===== src/rtl/sync_ram_clr.sv =====
// Single-port synchronous RAM with request handshake, registered read and a
// hardware clear sweep. Optional parity protection: define RAM_PARITY_EN.
module sync_ram_clr #(
  parameter int unsigned         DATA_W   = 4,
  parameter int unsigned         ADDR_W   = 5,
  parameter logic [DATA_W-1:0]   INIT_VAL = '0
) (
  input  logic              clk,
  input  logic              rst,
  input  logic              clr,
  input  logic              req,
  input  logic              we,
  input  logic [ADDR_W-1:0] addr,
  input  logic [DATA_W-1:0] din,
  output logic              ready,
  output logic [DATA_W-1:0] q,
  output logic              q_valid
`ifdef RAM_PARITY_EN
  ,
  output logic              par_err
`endif
);

  localparam int unsigned DEPTH = 1 << ADDR_W;

`ifdef RAM_PARITY_EN
  localparam int unsigned MEM_W = DATA_W + 1;
`else
  localparam int unsigned MEM_W = DATA_W;
`endif

  localparam logic [0:0] ST_CLEAR = 1'b0;
  localparam logic [0:0] ST_IDLE  = 1'b1;

  logic [MEM_W-1:0]  mem [DEPTH];

  logic [0:0]        state_q, state_d;
  logic [ADDR_W-1:0] clr_addr_q, clr_addr_d;
  logic [DATA_W-1:0] q_q, q_d;
  logic              q_valid_q, q_valid_d;
  logic              par_err_q, par_err_d;

  logic              mem_we;
  logic [ADDR_W-1:0] mem_waddr;
  logic [MEM_W-1:0]  mem_wdata;
  logic [MEM_W-1:0]  rd_word;
  logic [MEM_W-1:0]  init_word;
  logic [MEM_W-1:0]  din_word;

`ifdef RAM_PARITY_EN
  assign init_word = {^INIT_VAL, INIT_VAL};
  assign din_word  = {^din, din};
`else
  assign init_word = INIT_VAL;
  assign din_word  = din;
`endif

  assign rd_word = mem[addr];

  always_comb begin
    state_d    = state_q;
    clr_addr_d = clr_addr_q;
    q_d        = q_q;
    q_valid_d  = 1'b0;
    par_err_d  = 1'b0;
    mem_we     = 1'b0;
    mem_waddr  = addr;
    mem_wdata  = din_word;

    if (state_q == ST_CLEAR) begin
      // Sweep owns the write port; req and clr are ignored until it finishes.
      mem_we     = 1'b1;
      mem_waddr  = clr_addr_q;
      mem_wdata  = init_word;
      clr_addr_d = clr_addr_q + 1'b1;
      if (clr_addr_q == '1) begin
        state_d = ST_IDLE;
      end
    end else begin
      if (clr) begin
        state_d    = ST_CLEAR;
        clr_addr_d = '0;
      end else if (req && we) begin
        mem_we = 1'b1;
      end else if (req) begin
        q_d       = rd_word[DATA_W-1:0];
        q_valid_d = 1'b1;
`ifdef RAM_PARITY_EN
        par_err_d = rd_word[DATA_W] != (^rd_word[DATA_W-1:0]);
`endif
      end
    end
  end

  always_ff @(posedge clk) begin
    if (rst) begin
      state_q    <= ST_CLEAR;
      clr_addr_q <= '0;
      q_q        <= '0;
      q_valid_q  <= 1'b0;
      par_err_q  <= 1'b0;
    end else begin
      state_q    <= state_d;
      clr_addr_q <= clr_addr_d;
      q_q        <= q_d;
      q_valid_q  <= q_valid_d;
      par_err_q  <= par_err_d;
    end
  end

  // Array has no reset; contents are initialised by the sweep instead.
  always_ff @(posedge clk) begin
    if (mem_we && !rst) begin
      mem[mem_waddr] <= mem_wdata;
    end
  end

  assign ready   = (state_q == ST_IDLE);
  assign q       = q_q;
  assign q_valid = q_valid_q;
`ifdef RAM_PARITY_EN
  assign par_err = par_err_q;
`else
  logic unused_par;
  assign unused_par = par_err_q ^ par_err_d;
`endif

endmodule


===== config.mk =====
export PLATFORM = sky130hd
export DESIGN_NAME = sync_ram_clr
export DESIGN_NICKNAME = d
export VERILOG_FILES = /design/src/rtl/sync_ram_clr.sv
export SDC_FILE = /design/constraint.sdc
export NUM_CORES = 1
export LEC_CHECK = 0
export ABC_CLOCK_PERIOD_IN_PS = 3100
export BUFFER_PORTS_ARGS = -buffer_cell sky130_fd_sc_hd__clkbuf_2
export CORE_MARGIN = 2
export CORE_UTILIZATION = 62
export CTS_BUF_LIST = sky130_fd_sc_hd__clkbuf_2 sky130_fd_sc_hd__clkbuf_4 sky130_fd_sc_hd__clkbuf_8
export DETAILED_ROUTE_END_ITERATION = 16
export GPL_TIMING_DRIVEN = 0
export PLACE_DENSITY = 0.8
export SYNTH_ARGS = -nofsm -noshare
export SYNTH_HDL_FRONTEND = slang
export SYNTH_SLANG_ARGS = --single-unit

===== constraint.sdc =====
create_clock -name clk -period 3.1 [get_ports clk]
set_input_delay 0.62 -clock clk [delete_from_list [all_inputs] [get_ports clk]]
set_output_delay 0.62 -clock clk [all_outputs]
set_load 0.02 [all_outputs]

==> metrics.txt <==
RSZ-0062 raised after global routing false; placed cell area 0.006093 mm²; worst-path fanout max 32; Max Cap Viol 0; total clock sinks between 100 and 150; initial antenna violation count 0; WP data arrival between 2 and 3 ns; post-synth top area cell edfxtp_1; Worst path slowest cell and2_1; ant diodes 0; final worst path period share ~87%; worst-path cell chain clkbuf_1, clkbuf_1, and2_1; syn avg cell area around 15 µm²; Critical Path RT approximately 3.2 ns; outcome complete, no violations; count of state elements after synthesis ~140; die footprint roughly 0.01 mm²; FF/Latch Area between 0.004 and 0.005 mm²; endpoints failing setup 0; FFs w/ async S/R, synth 0%; Cells after Synth 387; Slew headroom 13.99%; first-pass GRT wire length between 15,000 and 20,000 µm; Core Area between 0.009 and 0.01 mm²; 1st-iter DRT viols between 400 and 500; Lkg Pwr between 0.002 and 0.0025 µW; Clock transition at path regs ~0.080 ns; commonest non-fill, non-tap cells in the layout edfxtp_1, mux2i_1, nor2_1, a22oi_1, a21oi_1; CP delay by family, top simple AND/OR/NAND/NOR gates; crit path time final around 2.7 ns; Setup CP Type flip-flop to flip-flop; Post-CTS Repair Setup Buffers 0; Netlist cell types 33; global placer's final weighted congestion roughly 0.88; IO Count 20; highest clock rate 371.7 MHz; CTS tree done; vias per inst roughly 6.3; first drt pass iteration count 5; drt total wl 11,920 µm; Multi-input gate area 0.001612 mm²; sequential element share of the synthesized area ~69%; Yosys warnings 0; Starting Density approximately 64%; drt drc 0; main flop type after synthesis edfxtp_1; Slew @ Worst Pin roughly 1.3 ns; Synthesized Nets a little over 400; design area ~0.0065 mm²; Final nets 440; post-cts repair resize count 0; pre-CTS WS between 0.4 and 0.5 ns; gr usage total about a quarter; Max stage delay on crit path 1.07 ns; Top cell by count, worst path clkbuf_1; DP HPWL approximately 7700 µm; fillcell total ~600; CTS buffer count 17; total grt overflow 0; clk buf depth 2; VDD IR max 0.0003430 V; critical path launch point type flip-flop; skew final approximately 0.014 ns; CP Capture Type flip-flop; pin count of the biggest net entering global routing 33; via count around 3,400; Chip Height slightly above 100 µm; Synth area leaders edfxtp_1, mux2i_1, a22oi_1; # hold bufs at CTS 0; Fin. Hold Viols 0; vias in the first global route between 3,000 and 4,000; die width ~100 µm; commonest non-fill, non-tap cell in the layout edfxtp_1; synthesized area 0.005864 mm²; Synth top area share between 60% and 70%; Skew-Pair Late Insertion Delay ~0.45 ns; Final ANT Viol Nets 0; Bufs and invs on worst path 2; H-tree depth 4; # rows 35; share of cells above drive strength 1 between 10% and 20%; final max-slew violation count 0; worst hold path class primary input to flip-flop; synthesis-to-finish area growth 10.31%; number of synthesized flops with an enable pin between 100 and 150; root buffer cell clkbuf_8; Avg WL per Cell about 22 µm; setup_tns 0 ns; power per cell area approximately 550 mW/mm²; final setup margin a little over 0.4 ns; PortBufs 18
[logic make-up (layout without fill, tap and decap cells)]
family / after synthesis / in the layout / synth area share [%]
AO/OA/AOI/OAI: 67 / 67 / 7.724
adder cells (fa/ha/maj): 2 / 2 / 0.4266
buffers and inverters: 20 / 70 / 3.222
flip-flops: 139 / 139 / 69.30
multiplexers: 68 / 68 / 11.63
AND/OR/NAND/NOR: 91 / 91 / 7.702
[stage by stage]
step | std cells | utilization [%] | hold slack, ns | total power [µW]
finish | 548 | 70.34 | 0.3667 | 3590
detailed placement | 516 | 66.26 | 0.5633 | 2263
CTS | 548 | 70.34 | 0.3519 | 3592
global route | 548 | 70.34 | 0.3502 | 3683
global placement | 516 | 66.26 | 0.5449 | 2258
floorplan | 387 | - | 0.5133 | 2207
[cell usage after synthesis, types with 3 or more instances]
cell type	count
a211oi_2	4
a21oi_1	21
a22oi_1	33
and2_1	5
buf_6	10
clkbuf_1	5
dfxtp_1	11
edfxtp_1	128
mux2i_1	67
nand2_1	13
nand2b_1	8
nand3b_1	3
nor2_1	42
nor2b_1	4
nor3b_1	4
o21ai_0	3
o21ai_1	3
or4_1	4
[state kept, by name, summed over array words and instances, names as in the netlist]
| name | cells |
|---|---|
| clr_addr_q | 5 |
| mem | 128 |
| q | 4 |
| ready | 1 |
| q_valid | 1 |
[layer usage]
layer | global-route usage (%) | up-vias | wire (µm)
met3 | 7.591 | 20 | 1188
met4 | 8.108 | 0 | 150
li1 | - | 1563 | -
met2 | 39.58 | 188 | 5828
met5 | 0 | - | 0
met1 | 34.28 | 1655 | 4751
[final timing paths]
| kind | startpoint | endpoint | slack (ns) | cells after the start |
|---|---|---|---|---|
| worst min register to register | q[3] | q[3] | 0.57 | 2 |
| worst max-delay path | ready | mem[7][3] | 0.41 | 3 |
| worst min-delay path | rst | q_valid | 0.37 | 2 |
| worst max register to register | ready | mem[7][3] | 0.41 | 3 |
[worst register-to-register path, delay by kind of cell, from the launching register on]
family	cells	cell delay [ns]
and+or+nand+nor	1	1.07
buffers and inverters	2	0.76
DFF	1	0.46
[cell type report]
class	count	area share (%)
buffer	20	2.921
clock buffer	20	3.965
clock inverter	12	1.838
multi-input combinational	228	24.91
sequential	139	62.82
tap	111	2.147
timing repair buffer	18	1.393
[report_power, final]
group | switching (µW) | internal [µW] | total [µW]
clock | 697 | 668 | 1360
combinational | 111 | 75.3 | 187
sequential | 8.39 | 2030 | 2040
No activity file was read; power rests on OpenSTA's default activity.
